[src/rtl/keypad_pkg.sv]
// Shared types and constants for the 4x4 keypad scanning path.
package keypad_pkg;

    // Scanner control states.
    typedef enum logic [1:0] {
        SCAN,
        DEBOUNCE,
        REPORT,
        HOLD
    } state_t;

    localparam int          NUM_ROWS = 4;
    localparam int          NUM_COLS = 4;
    localparam logic [3:0]  COL_IDLE = 4'b1111;

    // True when exactly one column line is pulled low (a single key on the driven row).
    function automatic logic one_cold(input logic [3:0] cols);
        return ($countones(~cols) == 1);
    endfunction

endpackage

[src/rtl/col_sync.sv]
// Two-flop synchroniser for the asynchronous, active-low column lines.
// Resets to all-ones so no phantom key press is seen while in reset.
module col_sync #(
    parameter int WIDTH = 4
) (
    input  logic             clk,
    input  logic             rst,
    input  logic [WIDTH-1:0] din,
    output logic [WIDTH-1:0] dout
);

    logic [WIDTH-1:0] meta;

    // Two-stage capture of the raw lines into the clk domain.
    always_ff @(posedge clk) begin
        // NOTE: state registers use non-blocking assignments so both stages
        // sample their old values on the same edge and form a real 2-deep chain.
        if (rst) begin
            meta <= '1;
            dout <= '1;
        end else begin
            meta <= din;
            dout <= meta;
        end
    end

endmodule

[src/rtl/keypad_scanner.sv]
// 4x4 keypad matrix scanner: drives rows one at a time, debounces a single
// pressed key, reports it once, then waits for a debounced release.
module keypad_scanner
    import keypad_pkg::*;
#(
    parameter int SCAN_DIV        = 4,
    parameter int DEBOUNCE_CYCLES = 8
) (
    input  logic                clk,
    input  logic                rst,
    input  logic [NUM_COLS-1:0] col_n,
    output logic [NUM_ROWS-1:0] row_n,
    output logic [1:0]          row_idx,
    output logic [NUM_COLS-1:0] col_pat,
    output logic                key_valid,
    output logic                key_held
);

    localparam int DW = $clog2(SCAN_DIV);
    localparam int CW = $clog2(DEBOUNCE_CYCLES + 1);

    localparam logic [DW-1:0] DWELL_LAST = DW'(SCAN_DIV - 1);
    localparam logic [CW-1:0] CNT_LAST   = CW'(DEBOUNCE_CYCLES - 1);
    localparam logic [CW-1:0] CNT_MAX    = CW'(DEBOUNCE_CYCLES);
    localparam logic [CW-1:0] CNT_ONE    = CW'(1);

    logic [NUM_COLS-1:0] col_s;

    state_t              state,   state_nx;
    logic [1:0]          cur_row, cur_row_nx;
    logic [DW-1:0]       dwell,   dwell_nx;
    logic [CW-1:0]       deb_cnt, deb_nx;
    logic [CW-1:0]       rel_cnt, rel_nx;
    logic [NUM_COLS-1:0] cand,    cand_nx;
    logic [1:0]          row_idx_nx;
    logic [NUM_COLS-1:0] col_pat_nx;

    col_sync #(
        .WIDTH (NUM_COLS)
    ) u_col_sync (
        .clk  (clk),
        .rst  (rst),
        .din  (col_n),
        .dout (col_s)
    );

    // Next-state and counter logic; every decision looks only at the synchronised columns.
    always_comb begin
        // NOTE: every signal written here gets a default first, so no path
        // through the case statement can leave one unassigned and infer a latch.
        state_nx   = state;
        cur_row_nx = cur_row;
        dwell_nx   = dwell;
        deb_nx     = deb_cnt;
        rel_nx     = rel_cnt;
        cand_nx    = cand;
        row_idx_nx = row_idx;
        col_pat_nx = col_pat;

        unique case (state)
            SCAN: begin
                if (dwell == DWELL_LAST) begin
                    dwell_nx = '0;
                    if (one_cold(col_s)) begin
                        // Single key on this row: freeze the row and start debouncing.
                        cand_nx  = col_s;
                        deb_nx   = CNT_ONE;
                        state_nx = DEBOUNCE;
                    end else begin
                        // Idle or ghosting pattern: move on to the next row.
                        cur_row_nx = cur_row + 2'd1;
                    end
                end else begin
                    dwell_nx = dwell + 1'b1;
                end
            end

            DEBOUNCE: begin
                if (col_s != cand) begin
                    // Bounce or change of key: rescan the same row from the start.
                    state_nx = SCAN;
                    dwell_nx = '0;
                    deb_nx   = '0;
                end else if (deb_cnt >= CNT_LAST) begin
                    // Counter reaches its terminal value on this edge; latch the report.
                    deb_nx     = CNT_MAX;
                    state_nx   = REPORT;
                    row_idx_nx = cur_row;
                    col_pat_nx = cand;
                end else begin
                    deb_nx = deb_cnt + 1'b1;
                end
            end

            REPORT: begin
                deb_nx   = '0;
                rel_nx   = '0;
                state_nx = HOLD;
            end

            HOLD: begin
                if (col_s != COL_IDLE) begin
                    // Any column still low (original or a second key) restarts the release count.
                    rel_nx = '0;
                end else if (rel_cnt >= CNT_LAST) begin
                    rel_nx     = '0;
                    state_nx   = SCAN;
                    cur_row_nx = cur_row + 2'd1;
                    dwell_nx   = '0;
                end else begin
                    rel_nx = rel_cnt + 1'b1;
                end
            end

            default: begin
                state_nx = SCAN;
            end
        endcase
    end

    // State and datapath registers with synchronous reset.
    always_ff @(posedge clk) begin
        if (rst) begin
            state   <= SCAN;
            cur_row <= '0;
            dwell   <= '0;
            deb_cnt <= '0;
            rel_cnt <= '0;
            cand    <= COL_IDLE;
            row_idx <= '0;
            col_pat <= COL_IDLE;
        end else begin
            state   <= state_nx;
            cur_row <= cur_row_nx;
            dwell   <= dwell_nx;
            deb_cnt <= deb_nx;
            rel_cnt <= rel_nx;
            cand    <= cand_nx;
            row_idx <= row_idx_nx;
            col_pat <= col_pat_nx;
        end
    end

    // Row drive and status flags decode directly from registered state.
    always_comb begin
        row_n     = ~(4'b0001 << cur_row);
        key_valid = (state == REPORT);
        key_held  = (state == REPORT) || (state == HOLD);
    end

endmodule

[config.mk]
export PLATFORM = sky130hd
export DESIGN_NAME = keypad_scanner
export DESIGN_NICKNAME = d
export VERILOG_FILES = /design/src/rtl/keypad_pkg.sv /design/src/rtl/col_sync.sv /design/src/rtl/keypad_scanner.sv
export SDC_FILE = /design/constraint.sdc
export NUM_CORES = 1
export LEC_CHECK = 0
export ABC_CLOCK_PERIOD_IN_PS = 2570
export CAP_MARGIN = 0
export CORE_UTILIZATION = 49
export DETAILED_ROUTE_END_ITERATION = 6
export GPL_ROUTABILITY_DRIVEN = 0
export GPL_TIMING_DRIVEN = 1
export PLACE_DENSITY = 0.79
export SETUP_SLACK_MARGIN = 0.2
export SYNTH_ARGS = -nofsm -noshare
export SYNTH_HDL_FRONTEND = slang
export SYNTH_HIERARCHICAL = 1
export SYNTH_SLANG_ARGS = --single-unit
export TNS_END_PERCENT = 100
[constraint.sdc]
create_clock -name clk -period 2.57 [get_ports clk]
set_input_delay 0.3855 -clock clk [delete_from_list [all_inputs] [get_ports clk]]
set_output_delay 0.3855 -clock clk [all_outputs]
set_load 0.02 [all_outputs]
==> metrics <==
Peak Freq=0.400 GHz; Crit-path slowest cell=fa_1; CP Max Fanout=4; met1 Use GR=24.2%; area occupied by multi-input gates=858 µm²; top post-synthesis cells by area=dfxtp_1 (42%), ha_1 (12%), mux2i_1 (6.5%); max_slew headroom=71.4%; synthesized net count=186; Mean Syn Cell Area=9.34 µm²; Post-Syn Instances=164; fin util=66.1%; CTS buffer count=5; die area=3350 µm²; fin area=1890 µm²; CP max stage delay=0.53 ns; Worst Max-Slew Pin Slew=0.428 ns; number of diodes=0; I/O pins=18; Yosys top cell area share=41.8%; clk buf depth=2; status=finished, final reports clean; Critical Path AT=2.79 ns; Post-Route WL=3130 µm; Slew Limit Fails=0; cell accounting for the most synthesized area=dfxtp_1; Largest delay share family, worst path=adder cells; worst slack, placed=0.0725 ns; PwrDens=702 nW/µm²; total number of vias=1212; Skew-Pair Late Insertion Delay=0.34 ns; worst setup margin=0.0728 ns; area growth from synthesis to layout=23.1%; met2 Resource Use GR=31.9%; Die X=57.9 µm; IR Drop Worst-Case VDD=0.486 mV; warnings from Yosys=6; gr busiest metal=met2; Die Ht=57.9 µm; # hold bufs at CTS=0; Syn Std Cell Area=1530 µm²; grt met3 use=8.26%; Post-DRT Antenna Nets=0; worst min-delay path category=flip-flop to flip-flop; asr flop ratio synth=0%; Primary FF master, synth=dfxtp_1; setup violators final=0; core area=2850 µm²; Setup CP Type=flip-flop to flip-flop; Iter 0 DRT Violations=42; Initial Util=53.7%; largest net degree at the start of global routing=20; RSZ-0062 raised after global routing=true; Cell Rows=19; Critical Path, Cell by Cell=fa_1, inv_1, ha_2, ha_4, nor3b_4, a21bo_1, o211ai_2, or4_4, a21oi_2; clk_skew=0.00852 ns; CTS tree=done; Fill cells=231; drt via density=5.46; CP required=2.86 ns; post-synthesis sequential area ratio=41.8%; Fin. Hold Viols=0; Synth Register Bits=32; nets@finish=212; vias in the first global route=1137; CP startpoint kind=flip-flop; Clk pin slew, worst setup/hold paths=0.10 ns; Sink Count=32; Netlist cell types=34; global route overflow=0; min Tclk post-route=2.50 ns; CP Launch Point=u_col_sync/dout[0]; Final Power=0.00132 W; critical path buffer and inverter count=1; R2R Path Start=u_col_sync/dout[0]; DRC errors left=0; drt pass-1 iters=4; max_cap viols=0; Sequential Area=644 µm²; area post-placement=1740 µm²; Tcrit/Tclk final=97.2%; Leak Pwr=0.773 nW; first-pass GRT wire length=5050 µm; H-tree Lvls=2; layout cells sized above 1=14.1%; root cell of the clock tree=clkbuf_4; initial antenna violation count=0; crit end category=flip-flop; Routed wire per std cell=14.1 µm; I/O Buffers=17; GRT Total Usage=20.3%; HP Start=u_col_sync/meta[3]; Post-synth EDFFs=0; DP HPWL=2130 µm
## through the flow
| step | instances | TNS (ns) | hold WS [ns] |
|---|---|---|---|
| after global placement | 210 | 0 | 0.391 |
| after floorplan | 164 | 0 | 0.383 |
| after CTS | 218 | 0 | 0.413 |
| final | 222 | 0 | 0.411 |
| after global routing | 222 | -0.0199 | 0.441 |
| after detailed placement | 210 | 0 | 0.389 |
## repair_timing
action                                 CTS  global route
gates resized for setup                  3             8
buffers inserted                         0             4
setup endpoints to repair                4            10
gates cloned                             0             0
pin swaps                                0             6
endpoints found under the hold margin    0             0
## logic make-up (layout without fill, tap and decap cells)
group / after synthesis / in the layout / synth area share, %
compound gates: 26 / 26 / 11.0
flops: 32 / 32 / 41.8
mux: 10 / 10 / 6.54
simple gates: 57 / 57 / 19.8
buf+inv: 18 / 45 / 4.41
xor+xnor: 5 / 5 / 2.86
fa+ha+maj: 16 / 16 / 13.6
## worst paths after layout
kind	cells past startpoint	to	slack, ns
max reg2reg	9	flip-flop	0.07
min	1	u_col_sync/dout[3]	0.41
max	9	flip-flop	0.07
min reg2reg	1	u_col_sync/dout[3]	0.41
## report_power, final
group	switching, W	leakage [nW]	internal, W
Sequential	0.0000314	0.261	0.000534
Clock	0.000179	0.0422	0.000204
Combinational	0.000197	0.470	0.000178
## sequential cells by signal, summed over array words and instances, names as in the netlist, 2 cells and up, named ones only
register         cells
cand                 4
col_pat              4
deb_cnt              4
rel_cnt              4
u_col_sync/dout      4
u_col_sync/meta      4
cur_row              2
dwell                2
row_idx              2
## metal layers
layer	share of wire, %	routed length, µm
met5	0	0
met4	2.2	69
met3	5.2	163
met2	49	1530
met1	44	1360
## layout make-up
class                           instances  share of cell area, %
Multi-Input combinational cell        114                   45.5
Sequential cell                        32                   34.2
Timing Repair Buffer                   22                   11.2
Inverter                               15                   2.99
Clock buffer                            6                   2.19
Tap cell                               31                   2.06
Clock inverter                          2                   1.86
## cell usage after synthesis (all sizes together) (2+ instances only)
master,n
a21oi,13
a22oi,2
clkbuf,3
dfxtp,32
ha,15
inv,15
mux2i,10
nand2,13
nand3,3
nand4,2
nor2,16
nor3,8
nor3b,2
o211ai,2
o21ai,3
or2,8
xnor2,5
## cell usage in the layout, fill, tap and decap left out, types with 2 or more instances in the layout
| cell type | Yosys | final |
|---|---|---|
| dfxtp_1 | 32 | 31 |
| clkdlybuf4s50_1 | 0 | 17 |
| inv_1 | 15 | 15 |
| nor2_1 | 16 | 15 |
| nand2_1 | 13 | 13 |
| ha_1 | 15 | 13 |
| a21oi_1 | 13 | 12 |
| mux2i_1 | 10 | 10 |
| or2_1 | 8 | 8 |
| nor3_1 | 7 | 7 |
| xnor2_1 | 5 | 5 |
| clkbuf_4 | 0 | 5 |
| buf_4 | 0 | 4 |
| o21ai_0 | 3 | 3 |
| nand3_1 | 2 | 2 |
| nand4_1 | 2 | 2 |
Power figures use the tool's default switching activity.
